<file path="src/rtl/spi_master_ctrl_if.sv">
// Parallel request/response bus between system control logic and spi_master_ctrl.
// master modport = requester side, slave modport = the SPI controller itself.
interface spi_master_ctrl_if #(
  parameter int DATA_WIDTH = 8
);
  logic                  start;
  logic [DATA_WIDTH-1:0] tx_data;
  logic [1:0]            mode;
  logic                  busy;
  logic                  done;
  logic [DATA_WIDTH-1:0] rx_data;

  modport master (
    output start, tx_data, mode,
    input  busy, done, rx_data
  );

  modport slave (
    input  start, tx_data, mode,
    output busy, done, rx_data
  );
endinterface

</file>
<file path="src/rtl/spi_master_ctrl.sv">
// Single-slave SPI master: one full-duplex DATA_WIDTH-bit transfer per accepted start, all four modes.
// Define SPI_LSB_FIRST_EN for LSB-first shifting in both directions; default is MSB-first.
module spi_master_ctrl #(
  parameter int DATA_WIDTH = 8,
  parameter int CLK_DIV    = 2
) (
  input  logic              inclk,
  input  logic              reset,
  spi_master_ctrl_if.slave  bus,
  output logic              sclk,
  output logic              ss,
  output logic              mosi,
  input  logic              miso
);

  localparam int EDGE_W = $clog2(2 * DATA_WIDTH) + 1;
  localparam int DIV_W  = (CLK_DIV > 1) ? $clog2(CLK_DIV) : 1;
  localparam logic [EDGE_W-1:0] LAST_EDGE = EDGE_W'(2 * DATA_WIDTH);
  localparam logic [DIV_W-1:0]  DIV_LAST  = DIV_W'(CLK_DIV - 1);

  typedef enum logic [2:0] {IDLE, SETUP, XFER, HOLD, GAP} state_t;

  state_t                state_q, state_d;
  logic [DIV_W-1:0]      div_cnt_q, div_cnt_d;
  logic [EDGE_W-1:0]     edge_cnt_q, edge_cnt_d;
  logic                  cpha_q, cpha_d;
  logic [DATA_WIDTH-1:0] tx_shift_q, tx_shift_d;
  logic [DATA_WIDTH-1:0] rx_shift_q, rx_shift_d;
  logic [DATA_WIDTH-1:0] rx_data_q, rx_data_d;
  logic                  sclk_q, sclk_d;
  logic                  ss_q, ss_d;
  logic                  mosi_q, mosi_d;
  logic                  busy_q, busy_d;
  logic                  done_q, done_d;
  logic                  sample_q, sample_d;

  logic                  div_last;
  logic [EDGE_W-1:0]     edge_next;
  logic                  edge_is_sample;

`ifdef SPI_LSB_FIRST_EN
  function automatic logic tx_first(input logic [DATA_WIDTH-1:0] w);
    return w[0];
  endfunction
  function automatic logic [DATA_WIDTH-1:0] tx_advance(input logic [DATA_WIDTH-1:0] w);
    return {1'b0, w[DATA_WIDTH-1:1]};
  endfunction
  function automatic logic [DATA_WIDTH-1:0] rx_insert(input logic [DATA_WIDTH-1:0] w, input logic b);
    return {b, w[DATA_WIDTH-1:1]};
  endfunction
`else
  function automatic logic tx_first(input logic [DATA_WIDTH-1:0] w);
    return w[DATA_WIDTH-1];
  endfunction
  function automatic logic [DATA_WIDTH-1:0] tx_advance(input logic [DATA_WIDTH-1:0] w);
    return {w[DATA_WIDTH-2:0], 1'b0};
  endfunction
  function automatic logic [DATA_WIDTH-1:0] rx_insert(input logic [DATA_WIDTH-1:0] w, input logic b);
    return {w[DATA_WIDTH-2:0], b};
  endfunction
`endif

  assign div_last  = (div_cnt_q == DIV_LAST);
  assign edge_next = edge_cnt_q + 1'b1;
  // CPHA=0 samples on odd edges, CPHA=1 on even edges.
  assign edge_is_sample = edge_next[0] ^ cpha_q;

  always_comb begin
    state_d    = state_q;
    div_cnt_d  = div_cnt_q;
    edge_cnt_d = edge_cnt_q;
    cpha_d     = cpha_q;
    tx_shift_d = tx_shift_q;
    rx_data_d  = rx_data_q;
    sclk_d     = sclk_q;
    ss_d       = ss_q;
    mosi_d     = mosi_q;
    busy_d     = busy_q;
    done_d     = 1'b0;
    sample_d   = 1'b0;
    // miso is captured in the inclk cycle during which the sampling edge is on the pin.
    rx_shift_d = sample_q ? rx_insert(rx_shift_q, miso) : rx_shift_q;

    case (state_q)
      IDLE: begin
        sclk_d = bus.mode[1];
        ss_d   = 1'b1;
        mosi_d = 1'b0;
        if (bus.start && !busy_q) begin
          cpha_d     = bus.mode[0];
          ss_d       = 1'b0;
          busy_d     = 1'b1;
          div_cnt_d  = '0;
          edge_cnt_d = '0;
          rx_shift_d = '0;
          state_d    = SETUP;
          if (!bus.mode[0]) begin
            mosi_d     = tx_first(bus.tx_data);
            tx_shift_d = tx_advance(bus.tx_data);
          end else begin
            tx_shift_d = bus.tx_data;
          end
        end
      end

      SETUP, XFER: begin
        div_cnt_d = div_last ? '0 : div_cnt_q + 1'b1;
        if (div_last) begin
          sclk_d     = ~sclk_q;
          edge_cnt_d = edge_next;
          sample_d   = edge_is_sample;
          state_d    = (edge_next == LAST_EDGE) ? HOLD : XFER;
          if (!edge_is_sample && edge_next != LAST_EDGE) begin
            mosi_d     = tx_first(tx_shift_q);
            tx_shift_d = tx_advance(tx_shift_q);
          end
        end
      end

      HOLD: begin
        div_cnt_d = div_last ? '0 : div_cnt_q + 1'b1;
        if (div_last) begin
          state_d   = GAP;
          ss_d      = 1'b1;
          done_d    = 1'b1;
          mosi_d    = 1'b0;
          rx_data_d = rx_shift_d;
        end
      end

      GAP: begin
        // busy covers the minimum ss-high time before the next start can be taken.
        div_cnt_d = div_last ? '0 : div_cnt_q + 1'b1;
        if (div_last) begin
          state_d = IDLE;
          busy_d  = 1'b0;
        end
      end

      default: state_d = IDLE;
    endcase
  end

  always_ff @(posedge inclk or posedge reset) begin
    if (reset) begin
      state_q    <= IDLE;
      div_cnt_q  <= '0;
      edge_cnt_q <= '0;
      cpha_q     <= 1'b0;
      tx_shift_q <= '0;
      rx_shift_q <= '0;
      rx_data_q  <= '0;
      sclk_q     <= 1'b0;
      ss_q       <= 1'b1;
      mosi_q     <= 1'b0;
      busy_q     <= 1'b0;
      done_q     <= 1'b0;
      sample_q   <= 1'b0;
    end else begin
      state_q    <= state_d;
      div_cnt_q  <= div_cnt_d;
      edge_cnt_q <= edge_cnt_d;
      cpha_q     <= cpha_d;
      tx_shift_q <= tx_shift_d;
      rx_shift_q <= rx_shift_d;
      rx_data_q  <= rx_data_d;
      sclk_q     <= sclk_d;
      ss_q       <= ss_d;
      mosi_q     <= mosi_d;
      busy_q     <= busy_d;
      done_q     <= done_d;
      sample_q   <= sample_d;
    end
  end

  assign bus.busy    = busy_q;
  assign bus.done    = done_q;
  assign bus.rx_data = rx_data_q;
  assign sclk        = sclk_q;
  assign ss          = ss_q;
  assign mosi        = mosi_q;

endmodule

</file>
<file path="src/flat_wrapper.sv">
// flat-port wrapper written by rule: the top's interface ports become plain ports
module spi_master_ctrl_flat 
#(
  parameter int DATA_WIDTH = 8,
  parameter int CLK_DIV    = 2
)
  (inclk, reset, sclk, ss, mosi, miso, bus_start, bus_tx_data, bus_mode, bus_busy, bus_done, bus_rx_data);
  spi_master_ctrl_if #(.DATA_WIDTH(DATA_WIDTH)) bus_i ();
  input  logic inclk;
  input  logic reset;
  output logic sclk;
  output logic ss;
  output logic mosi;
  input  logic miso;
  input wire logic [$bits(bus_i.start)-1:0] bus_start;
  input wire logic [$bits(bus_i.tx_data)-1:0] bus_tx_data;
  input wire logic [$bits(bus_i.mode)-1:0] bus_mode;
  output wire logic [$bits(bus_i.busy)-1:0] bus_busy;
  output wire logic [$bits(bus_i.done)-1:0] bus_done;
  output wire logic [$bits(bus_i.rx_data)-1:0] bus_rx_data;
  assign bus_i.start = bus_start;
  assign bus_i.tx_data = bus_tx_data;
  assign bus_i.mode = bus_mode;
  assign bus_busy = bus_i.busy;
  assign bus_done = bus_i.done;
  assign bus_rx_data = bus_i.rx_data;
  spi_master_ctrl #(.DATA_WIDTH(DATA_WIDTH), .CLK_DIV(CLK_DIV)) u_core (.inclk(inclk), .reset(reset), .bus(bus_i), .sclk(sclk), .ss(ss), .mosi(mosi), .miso(miso));
endmodule
</file>
<file path="config.mk">
export PLATFORM = sky130hd
export DESIGN_NAME = spi_master_ctrl_flat
export DESIGN_NICKNAME = d
export VERILOG_FILES = /design/src/rtl/spi_master_ctrl_if.sv /design/src/rtl/spi_master_ctrl.sv /design/src/flat_wrapper.sv
export SDC_FILE = /design/constraint.sdc
export NUM_CORES = 1
export LEC_CHECK = 0
export CORE_AREA = 5 5 73 75
export DETAILED_ROUTE_END_ITERATION = 6
export DIE_AREA = 0 0 78 80
export GPL_TIMING_DRIVEN = 0
export PLACE_DENSITY_LB_ADDON = 0.3
export SYNTH_ARGS = -nofsm -noshare
export SYNTH_HDL_FRONTEND = slang
export SYNTH_SLANG_ARGS = --single-unit
</file>
<file path="constraint.sdc">
create_clock -name inclk -period 2.1 [get_ports inclk]
set_clock_uncertainty 0.1 [all_clocks]
set_input_delay 0.42 -clock inclk [delete_from_list [all_inputs] [get_ports inclk]]
set_output_delay 0.42 -clock inclk [all_outputs]
set_load 0.01 [all_outputs]
</file>
**After elaboration in Yosys (flattened, before gate mapping)**

Index checks and enable logic that the tools add are counted.
Widths: inputs -> output; s select.

- Bitwise logic cells: 2
- Reduce and logical (&&, ||, !) cells: 22
- Eq/ne operators: 11
- Add/subtract/negate cells: 2
- Mux-type cells: 37

Operator list:

| cell | count |
|---|---|
| $mux 8 | 7 |
| $mux 1 | 16 |
| $pmux 8 s2 | 1 |
| $mux 3 | 4 |
| $pmux 3 s4 | 1 |
| $reduce_and 4->1 | 3 |
| $mux 5 | 2 |
| $ne 2x1->1 const B | 5 |
| $pmux 5 s2 | 1 |
| $reduce_and 2->1 | 5 |
| $pmux 1 s2 | 4 |
| $reduce_bool 2->1 | 4 |
| $eq 3x2->1 const B | 2 |
| $reduce_and 3->1 | 2 |
| $add 5x1->5 const B | 1 |
| $eq 5x5->1 const B | 1 |
| $ne 5x5->1 const B | 1 |
| $reduce_or 4->1 | 1 |
| $eq 3x1->1 const B | 1 |
| $eq 3x3->1 const B | 1 |
| $logic_not 3->1 | 1 |
| $pmux 1 s3 | 1 |
| $reduce_bool 3->1 | 1 |
| $logic_and 1x1->1 | 2 |
| 5 further kinds | 6 |

- Bits in registers: 40
- Bits of input ports: 14

**Longest topological paths before layout**

Gate-level depths: netlist of the first run.

- Depth in word-level cells: 7
- Gate-level depth with buffers: 7
- Mapped depth without buffers: 6

**Worst setup path before layout of the first run**

No wires, ideal clock.

- Kind: register -> register
- Start: register u_core.edge_cnt_q[0]
- End: register u_core.tx_shift_q[1]
- Period minus slack after synthesis: 2007 ps
- Path slack: 93 ps
- Library setup time: 125 ps
- Cell stages (with the launch flop): 7
- Arrival: 1782 ps
- Buffers on the path: 0
- Cell sequence: dfrtp_1 > ha_1 > or3_1 > o31ai_1 > nand4_1 > nand3b_4 > mux2_4

- Longest elaborated chain between the ends: 6

RTL lines:

| item | line | text |
|---|---|---|
| from (decl) | spi_master_ctrl.sv:25 | `logic [EDGE_W-1:0] edge_cnt_q, edge_cnt_d;` |
| from (signal assigned) | spi_master_ctrl.sv:162 | `edge_cnt_q <= edge_cnt_d;` |
| $add 5x1->5 (*) | spi_master_ctrl.sv:64 | `assign edge_next = edge_cnt_q + 1'b1;` |
| branches (longest 2 deep; another with $ne 5x5->1) | -- |  |
| $logic_and 1x1->1 (*) | spi_master_ctrl.sv:113 | `if (!edge_is_sample && edge_next != LAST_EDGE) begin` |
| $ne 2x1->1 (no source line) (*) | -- |  |
| $reduce_and 4->1 (no source line) (*) | -- |  |
| to (signal assigned) | spi_master_ctrl.sv:164 | `tx_shift_q <= tx_shift_d;` |
| to (decl) | spi_master_ctrl.sv:27 | `logic [DATA_WIDTH-1:0] tx_shift_q, tx_shift_d;` |

Every way passes the cells marked *.
A chain may end at the register's enable or synchronous reset.

**Final worst setup path of the first run**

- Start: input port bus_start
- End: register u_core.tx_shift_q[3]

- Longest elaborated chain between the ends: 3

RTL lines:

| item | line | text |
|---|---|---|
| from (decl) | flat_wrapper.sv:15 | `input wire logic [$bits(bus_i.start)-1:0] bus_start;` |
| $logic_and 1x1->1 | spi_master_ctrl.sv:89 | `if (bus.start && !busy_q) begin` |
| $ne 2x1->1 (no source line) | -- |  |
| $reduce_and 4->1 (no source line) | -- |  |

No other way between the ends.

==> qor.txt, run 1 <==
=====================================================================================
Critical Path End Type                                                      flip-flop
Register bit total from synthesis                                                  40
Distinct cells, synth                                                              42
Fraction of final layout cells sized beyond drive strength 1                    17.9%
Top metal layer carrying routed signals                                          met4
Max-Cap Viols                                                                       0
Fraction of power spent switching nets                                          34.1%
Detailed route wirelength on metal3                                       183 microns
Number of synthesis warnings                                                        0
Slew @ Worst Pin                                                               813 ps
Cell chosen for the clock root                                               clkbuf_8
Final setup viols                                                                   0
Number of levels in the clock H-tree                                                2
Drt total wl                                                             3910 microns
CP Data Required Time                                                         2190 ps
Top-Level Pins                                                                     27
CP max-delay cell                                                        clkdlybuf4s50_1
Clock-pin slew of the registers on the worst-case setup and hold paths          90 ps
Largest fanout on the critical path                                                 8
Detailed-placement wirelength estimate                                   2650 microns
Clock tree from TritonCTS                                                        done
Violation count after the first detailed-routing iteration                         90
Critical Path Source Type                                                   input pin
Vias/cell                                                                        5.34
Async SR Flop Fraction                                                           100%
Synthesized netlist net count                                                     209
Cell Pwr Density                                                         1230 mW/mm^2
Antenna cells                                                                       0
Core Footprint                                                           0.00460 sq mm
Sw power                                                                      1.05 mW
Total standard cell area after synthesis                                 0.00198 sq mm
Number of nets with antenna violations after routing                                0
Top flip-flop cell by instance count after synthesis                          dfrtp_1
Vias in the first global route                                                   1511
Clock buffers created by TritonCTS                                                  5
Number of flops mapped to enable cells by yosys                                     0
Vias                                                                             1539
Final max-slew violation count                                                      0
Final core area utilization                                                     54.1%
Mapped Cells                                                                      193
P_int                                                                         2.02 mW
Syn_area_per_cell                                                          10.3 sq um
Sum of met2 wire segment lengths after detailed routing                  1920 microns
Pin count of the biggest net entering global routing                               41
Die Height                                                                 80 microns
F_max                                                                         483 MHz
Reg-to-reg slack, setup                                                         70 ps
Leading cell types in the layout, fill and taps excluded                 37 x dfrtp_1, 28 x nand2_1, 25 x clkdlybuf4s50_1
Final Hold Viols                                                                    0
Effective utilization at floorplan                                              43.1%
Area of the die                                                          0.00624 sq mm
Filler Cells Inserted                                                             420
Clock sink count                                                                   40
Clock network fraction of total power                                           21.7%
Tot GR Track Use                                                                13.7%
Site Rows                                                                          25
First-pass GRT wire length                                               6850 microns
Met1 wire length                                                         1750 microns
Later-pin clock latency in the skew report                                     300 ps
Seq/Total Area, Yosys                                                           50.5%
Total of buffers placed on input and output ports                                  25
Wirelength per Cell                                                      13.6 microns
Final net count                                                                   249
Post-route DRC                                                                      0
VDD IR-drop max                                                            0.000546 V
Worst-path cell chain                                                    clkdlybuf4s50_1, nor2b_4, nand2_1, a221o_2, nand3b_4, mux2_4
Sequential cell fraction of total power                                         37.5%
Worst hold path cell count                                                          2
Leak                                                                          1.14 nW
Type of the tightest min-delay check                                     flip-flop to flip-flop
Fraction of the cycle the final worst path needs                                98.6%
Setup TNS                                                                        0 ps
Initial antenna violation count                                                     0
Cell depth of the worst flop-to-flop path                                           6
Synthesis-to-layout area growth                                                 25.6%
Number of detailed-routing iterations run before antenna repair                     4
Clock period minus worst slack                                                2070 ps
Max_slew headroom                                                               45.7%
Kind of critical path                                                    input pin to flip-flop
Most frequent standard cell in the layout excluding fill and tap cells        dfrtp_1
Die outline width                                                          78 microns
Final global-route overflow total                                                   0
Maximum buffer depth of the clock tree                                              2
Final weighted congestion in routability-driven placement                       0.744
Combinational Power Share                                                       40.8%
Highest cell delay on the worst timing path                                    480 ps
Critical path arrival                                                         2160 ps
Status                                                                   finished clean
=====================================================================================
[power by group through the flow]
stage / Clock [mW] / Combinational, mW / Sequential, mW
after floorplan: 0 / 0.862 / 1.16
after global routing: 0.707 / 1.40 / 1.18
after global placement: 0 / 1.15 / 1.16
after CTS: 0.669 / 1.25 / 1.15
final: 0.665 / 1.25 / 1.15
after detailed placement: 0 / 1.17 / 1.17
[cells by family (layout without fill, tap and decap cells)]
kind of cell	count (synthesis)	count (layout)	synth area share (%)
AND/OR/NAND/NOR	68	68	16.8
flip-flops	40	40	50.5
AO/OA/AOI/OAI	39	39	11.5
multiplexers	24	24	13.9
buffers and inverters	16	57	4.16
XOR/XNOR	4	4	1.77
adder cells (fa/ha/maj)	2	2	1.26
[path summary, 6_finish.rpt]
kind                                  startpoint               endpoint
setup / recovery                       bus_start   u_core.tx_shift_q[3]
hold / removal             u_core.bus.rx_data[6]  u_core.bus.rx_data[6]
setup reg to reg            u_core.edge_cnt_q[1]   u_core.tx_shift_q[3]
hold reg to reg            u_core.bus.rx_data[6]  u_core.bus.rx_data[6]
max in group asynchronous                  reset   u_core.edge_cnt_q[0]
min in group asynchronous                  reset   u_core.tx_shift_q[6]
[worst max-delay path, delay by kind of cell]
kind / cells / cell delay, ps
AO/OA/AOI/OAI: 1 / 380
multiplexers: 1 / 340
buffers and inverters: 1 / 480
AND/OR/NAND/NOR: 3 / 530
[metrics by stage]
| stage | cell area (sq um) | power (mW) | hold slack (ps) | cells | setup slack, ps |
|---|---|---|---|---|---|
| after global routing | 2490 | 3.29 | 413 | 288 | -12.4 |
| after detailed placement | 2300 | 2.35 | 370 | 272 | -379 |
| after floorplan | 1980 | 2.02 | 349 | 193 | 93.2 |
| final | 2490 | 3.07 | 381 | 288 | 28.7 |
| after global placement | 2300 | 2.31 | 361 | 272 | -379 |
| after CTS | 2460 | 3.06 | 390 | 285 | 0.433 |
[synth_stat cells (all sizes together), types with 2 or more instances]
cell	instances	area [sq um]
nand2b	4	25.0
a31oi	3	18.8
nand3	3	15.0
mux2	8	116
dfrtp	39	976
o31ai	3	22.5
o21ai	22	110
nor3	2	10.0
xor2	2	17.5
a21oi	4	20.0
nand2	29	111
ha	2	25.0
nand4	2	12.5
mux2i	16	160
and3	2	12.5
nor2b	2	15.0
clkbuf	6	22.5
buf	4	32.5
nor2	16	62.6
inv	5	18.8
and2	2	12.5
nand3b	2	27.5
xnor2	2	17.5
[sequential cells by signal, summed over array words and instances (netlist names)]
signal              flops
u_core.bus.busy         1
u_core.mosi             1
u_core.rx_shift_q       8
u_core.bus.done         1
u_core.sclk             1
u_core.ss               1
u_core.bus.rx_data      8
u_core.cpha_q           1
u_core.div_cnt_q        1
u_core.sample_q         1
u_core.tx_shift_q       8
u_core.state_q          3
u_core.edge_cnt_q       5
[layout make-up]
type / instances / area (sq um) / share of cell area [%]
Inverter: 6 / 27.5 / 1.11
Clock inverter: 3 / 46.3 / 1.86
Tap cell: 54 / 67.6 / 2.71
Sequential cell: 40 / 1000 / 40.4
Buffer: 10 / 56.3 / 2.26
Clock buffer: 5 / 68.8 / 2.76
Timing Repair Buffer: 33 / 310 / 12.5
Multi-Input combinational cell: 137 / 908 / 36.5
[routing by layer]
layer	vias up	global-route usage, %
li1	748	-
met1	749	17.0
met2	35	23.2
met3	7	3.27
met4	0	5.07
met5	-	0
[timing repair]
action | CTS | global route
resized for setup | 2 | 5
setup endpoints to repair | 7 | 10
endpoints found under the hold margin | 0 | 0
hold buffers | 0 | 0
setup buffers | 5 | 3
pin swaps | 3 | 3
cloned | 0 | 0
Note: power is estimated with default switching activity, not from simulation.
==> inputs of run 2 (changes only) <==
--- a/config.mk
+++ b/config.mk
@@ -10,6 +10,7 @@
 export DIE_AREA = 0 0 78 80
 export GPL_TIMING_DRIVEN = 0
 export PLACE_DENSITY_LB_ADDON = 0.3
+export SETUP_SLACK_MARGIN = 0.3
 export SYNTH_ARGS = -nofsm -noshare
 export SYNTH_HDL_FRONTEND = slang
 export SYNTH_SLANG_ARGS = --single-unit
==> constraint.sdc (replaced) <==
create_clock -name inclk -period 2.1 [get_ports inclk]
set_clock_uncertainty 0.1 [all_clocks]
set_input_delay 0.42 -clock inclk [delete_from_list [all_inputs] [get_ports inclk]]
set_output_delay 0.42 -clock inclk [all_outputs]
set_load 0.005 [all_outputs]
==> qor.txt, run 2 (synthesis results as in run 1) <==
=====================================================================================
Status                                                                   finished clean
Total of buffers placed on input and output ports                                  25
Sequential cell fraction of total power                                         37.7%
Leading cell types in the layout, fill and taps excluded                 38 x dfrtp_1, 28 x nand2_1, 22 x clkdlybuf4s50_1
Final weighted congestion in routability-driven placement                       0.735
Most frequent standard cell in the layout excluding fill and tap cells        dfrtp_1
Cell Pwr Density                                                         1200 mW/mm^2
Number of levels in the clock H-tree                                                2
Combinational Power Share                                                       41.3%
Drt total wl                                                             3840 microns
Vias in the first global route                                                   1482
Kind of critical path                                                    flip-flop to flip-flop
Number of detailed-routing iterations run before antenna repair                     4
Type of the tightest min-delay check                                     flip-flop to flip-flop
Clock-pin slew of the registers on the worst-case setup and hold paths          80 ps
Final max-slew violation count                                                      0
Clock sink count                                                                   40
Die Height                                                                 80 microns
Die outline width                                                          78 microns
Initial antenna violation count                                                     0
Later-pin clock latency in the skew report                                     290 ps
Clock period minus worst slack                                                1990 ps
Number of nets with antenna violations after routing                                0
Final instance area                                                      0.00255 sq mm
Effective utilization at floorplan                                              43.1%
Highest cell delay on the worst timing path                                    440 ps
Maximum buffer depth of the clock tree                                              2
CP Data Required Time                                                         2180 ps
Core Footprint                                                           0.00460 sq mm
Sum of met2 wire segment lengths after detailed routing                  1750 microns
Clock tree from TritonCTS                                                        done
Site Rows                                                                          25
Post-detailed-placement cell area                                        0.00231 sq mm
Detailed route wirelength on metal3                                       181 microns
Cell depth of the worst flop-to-flop path                                           6
Wirelength per Cell                                                      13.3 microns
Post-CTS Hold Buffers                                                               0
Fraction of the cycle the final worst path needs                                94.6%
Top metal layer carrying routed signals                                          met4
Antenna cells                                                                       0
Worst-path cell chain                                                    ha_4, or3_4, o31ai_4, nand4_1, nand3b_4, mux2_4
Critical Path End Type                                                      flip-flop
Detailed-placement wirelength estimate                                   2550 microns
Critical path arrival                                                         2070 ps
Final setup viols                                                                   0
Slew @ Worst Pin                                                               818 ps
Cell chosen for the clock root                                               clkbuf_8
Clock network fraction of total power                                           21.1%
Met1 wire length                                                         1850 microns
P_int                                                                         2.03 mW
F_max                                                                         503 MHz
Area of the die                                                          0.00624 sq mm
Tot GR Track Use                                                                13.4%
Max-Cap Viols                                                                       0
Vias                                                                             1525
Largest fanout on the critical path                                                 8
Clock buffers created by TritonCTS                                                  5
Final Hold Viols                                                                    0
CP max-delay cell                                                             dfrtp_2
Top-Level Pins                                                                     27
Fraction of power spent switching nets                                          33.4%
Violation count after the first detailed-routing iteration                         88
Sw power                                                                      1.02 mW
Post-route DRC                                                                      0
First-pass GRT wire length                                               6720 microns
Vias/cell                                                                        5.28
Max_slew headroom                                                               45.4%
Final net count                                                                   250
Synthesis-to-layout area growth                                                 28.6%
Fraction of final layout cells sized beyond drive strength 1                    20.9%
Pin count of the biggest net entering global routing                               41
Non-filler cells, final                                                           289
Inst Count DP                                                                     272
Final global-route overflow total                                                   0
VDD IR-drop max                                                            0.000536 V
Critical Path Source Type                                                   flip-flop
Filler Cells Inserted                                                             413
Leak                                                                          1.17 nW
Unrepaired setup endpoints after global routing                                  true
Worst hold path cell count                                                          1
=====================================================================================
-- run 2: timing repair --
action | in CTS | in global routing
buffers inserted | 9 | 0
endpoints found under the setup margin | 27 | 21
gates cloned | 0 | 0
pin swaps | 7 | 5
resized for setup | 10 | 14
hold endpoints to repair | 0 | 0
-- run 2: cell type report --
cell class	instances	area (sq um)	share of cell area, %
well taps	54	67.6	2.65
multi-input cells	137	956	37.5
flip-flops and latches	40	1000	39.4
repair buffers	34	318	12.5
plain buffers	10	61.3	2.40
inverters	6	27.5	1.08
clock buffers	5	68.8	2.70
clock inverters	3	47.5	1.86
-- run 2: per-layer routing --
metal,vias to the layer above,global-route usage (%)
met1,744,17.5
met2,30,21.1
met3,7,3.61
li1,744,-
met5,-,0
met4,0,5.24
-- run 2: final timing paths --
kind / from / to / slack (ps)
worst max-delay path: u_core.edge_cnt_q[0] / u_core.tx_shift_q[3] / 110
worst min-delay path: u_core.tx_shift_q[0] / u_core.tx_shift_q[0] / 380
worst max register to register: u_core.edge_cnt_q[0] / u_core.tx_shift_q[3] / 110
worst min register to register: u_core.tx_shift_q[0] / u_core.tx_shift_q[0] / 380
max in group asynchronous: reset / u_core.edge_cnt_q[0] / 830
min in group asynchronous: reset / u_core.bus.rx_data[2] / 500
-- run 2: worst max-delay path, delay by kind of cell, from the launching register on --
family,cells,cell delay (ps)
mux,1,320
fa+ha+maj,1,180
flops,1,440
compound gates,1,70
simple gates,3,780
-- run 2: power by group through the flow --
stage | sequential, mW | clock (mW) | combinational [mW]
finish | 1.15 | 0.644 | 1.26
global route | 1.18 | 0.700 | 1.40
CTS | 1.15 | 0.660 | 1.25
detailed placement | 1.17 | 0 | 1.14
global placement | 1.17 | 0 | 1.13
floorplan | 1.14 | 0 | 0.865
-- run 2: stage by stage --
step                      setup WS, ps  util (%)  total power [mW]  hold WS (ps)  TNS (ps)
after global placement            -351      50.2              2.29           361    -11480
final                              113      55.5              3.05           382         0
after floorplan                    150         -              2.01           349         0
after global routing              29.3      55.5              3.28           398         0
after detailed placement          -348      50.2              2.31           368     -3300
after CTS                         97.6      54.8              3.05           390         0
==> inputs of run 3 (changes only) <==
--- a/config.mk
+++ b/config.mk
@@ -6,9 +6,11 @@
 export NUM_CORES = 1
 export LEC_CHECK = 0
 export CORE_AREA = 5 5 73 75
+export CTS_CLUSTER_SIZE = 30
 export DETAILED_ROUTE_END_ITERATION = 6
 export DIE_AREA = 0 0 78 80
 export GPL_TIMING_DRIVEN = 0
+export MAX_ROUTING_LAYER = met4
 export PLACE_DENSITY_LB_ADDON = 0.3
 export SETUP_SLACK_MARGIN = 0.3
 export SYNTH_ARGS = -nofsm -noshare
==> qor.txt, run 3 (synthesis results as in run 1) <==
=====================================================================================
Worst setup path end                                                     u_core.tx_shift_q[3]
Total of buffers placed on input and output ports                                  25
Leading cell types in the layout, fill and taps excluded                 38 x dfrtp_1, 28 x nand2_1, 22 x clkdlybuf4s50_1
Fraction of power spent switching nets                                          33.4%
P_int                                                                         2.03 mW
Final Hold Viols                                                                    0
Later-pin clock latency in the skew report                                     290 ps
Initial antenna violation count                                                     0
Violation count after the first detailed-routing iteration                         87
Die outline width                                                          78 microns
Pin count of the biggest net entering global routing                               41
Critical path arrival                                                         2070 ps
Clock sink count                                                                   40
Critical Path End Type                                                      flip-flop
Worst hold slack across all endpoints                                          382 ps
Combinational Power Share                                                       41.3%
Clock period minus worst slack                                                1990 ps
Max_slew headroom                                                               45.4%
Area of the die                                                          0.00624 sq mm
Core Footprint                                                           0.00460 sq mm
Cell Pwr Density                                                         1200 mW/mm^2
Drt total wl                                                             3840 microns
Number of nets with antenna violations after routing                                0
Die Height                                                                 80 microns
Status                                                                   finished clean
Type of the tightest min-delay check                                     flip-flop to flip-flop
Leak                                                                          1.17 nW
Vias/cell                                                                        5.28
First-pass GRT wire length                                               6710 microns
Vias                                                                             1526
Worst setup path startpoint                                              u_core.edge_cnt_q[0]
Launching point of the worst reg2reg path                                u_core.edge_cnt_q[0]
Reg-to-reg slack, setup                                                        110 ps
CP max-delay cell                                                             dfrtp_2
Cell chosen for the clock root                                               clkbuf_8
Tot GR Track Use                                                                13.8%
Maximum buffer depth of the clock tree                                              2
Crit Reg-Reg Endpoint                                                    u_core.tx_shift_q[3]
Clock network fraction of total power                                           21.1%
Cell depth of the worst flop-to-flop path                                           6
Unrepaired setup endpoints after global routing                                  true
Top-Level Pins                                                                     27
Clock tree from TritonCTS                                                        done
F_max                                                                         503 MHz
Inst Count DP                                                                     272
Setup TNS                                                                        0 ps
Slew @ Worst Pin                                                               818 ps
Final setup viols                                                                   0
Fraction of final layout cells sized beyond drive strength 1                    20.9%
Sequential cell fraction of total power                                         37.7%
Kind of critical path                                                    flip-flop to flip-flop
Site Rows                                                                          25
Final max-slew violation count                                                      0
Final net count                                                                   250
Effective utilization at floorplan                                              43.1%
Post-place setup slack                                                        -348 ps
Vias in the first global route                                                   1483
Fraction of the cycle the final worst path needs                                94.6%
Max-Cap Viols                                                                       0
Clock buffers created by TritonCTS                                                  5
Largest fanout on the critical path                                                 8
Detailed-placement wirelength estimate                                   2550 microns
VDD IR-drop max                                                            0.000536 V
Sw power                                                                      1.02 mW
Number of levels in the clock H-tree                                                2
Antenna cells                                                                       0
CP Data Required Time                                                         2180 ps
Most frequent standard cell in the layout excluding fill and tap cells        dfrtp_1
Critical Path Source Type                                                   flip-flop
Wirelength per Cell                                                      13.3 microns
Non-filler cells, final                                                           289
Final global-route overflow total                                                   0
Worst-path cell chain                                                    ha_4, or3_4, o31ai_4, nand4_1, nand3b_4, mux2_4
Number of detailed-routing iterations run before antenna repair                     4
Final weighted congestion in routability-driven placement                       0.744
Synthesis-to-layout area growth                                                 28.6%
Highest cell delay on the worst timing path                                    440 ps
Post-route DRC                                                                      0
Min setup slack post-route                                                     113 ps
Clock-pin slew of the registers on the worst-case setup and hold paths          80 ps
=====================================================================================
==> run 3: cell counts in the layout (fill, tap and decap cells not counted) <==
Identical to the previous run, type by type.
==> run 3: area by class of cell <==
type,instances,area [sq um]
clock inverter,3,47.5
clock buffer,5,68.8
inverter,6,27.5
buffer,10,61.3
multi-input combinational,137,956
tap,54,67.6
sequential,40,1000
fill,413,2050
timing repair buffer,34,318
==> run 3: how the worst min path moves through the flow <==
stage,start,endpoint,slack [ps],cells after the start
3_3_place_gp,u_core.tx_shift_q[0],u_core.tx_shift_q[0],360,1
5_1_grt,u_core.tx_shift_q[0],u_core.tx_shift_q[0],400,1
3_5_place_dp,u_core.tx_shift_q[0],u_core.tx_shift_q[0],370,1
4_1_cts,u_core.tx_shift_q[0],u_core.tx_shift_q[0],390,1
6_report,u_core.tx_shift_q[0],u_core.tx_shift_q[0],380,1
2_1_floorplan,u_core.tx_shift_q[0],u_core.tx_shift_q[0],350,1
==> run 3: what timing repair did <==
item                                    4_1_cts  5_1_grt
hold buffers                                  0        0
resized for setup                            10       14
endpoints found under the setup margin       27       21
pin swaps                                     7        5
setup buffers                                 9        0
==> run 3: layer usage <==
layer / share of wire (%) / up-vias / global-route usage [%]
met3: 4.9 / 7 / 3.61
met2: 45 / 30 / 21.1
met4: 1.6 / 0 / 5.24
met5: 0 / - / -
li1: - / 743 / -
met1: 48 / 746 / 17.5
==> run 3: power groups by stage <==
stage | clock network [mW] | registers [mW] | logic (mW)
floorplan | 0 | 1.14 | 0.865
global placement | 0 | 1.17 | 1.13
detailed placement | 0 | 1.17 | 1.14
CTS | 0.660 | 1.15 | 1.25
global route | 0.700 | 1.18 | 1.40
finish | 0.643 | 1.15 | 1.26
==> run 3: worst max-delay path, delay by kind of cell, from the launching register on <==
family / cells / cell delay (ps)
AND/OR/NAND/NOR: 3 / 780
flip-flops: 1 / 440
adder cells (fa/ha/maj): 1 / 180
AO/OA/AOI/OAI: 1 / 70
multiplexers: 1 / 320
==> run 3: per-stage QoR <==
stage               power, mW  instance area (sq um)  util [%]
CTS                      3.05                   2520      54.8
floorplan                2.01                   1990         -
detailed placement       2.31                   2310      50.2
global route             3.28                   2550      55.5
finish                   3.05                   2550      55.5
global placement         2.29                   2310      50.2
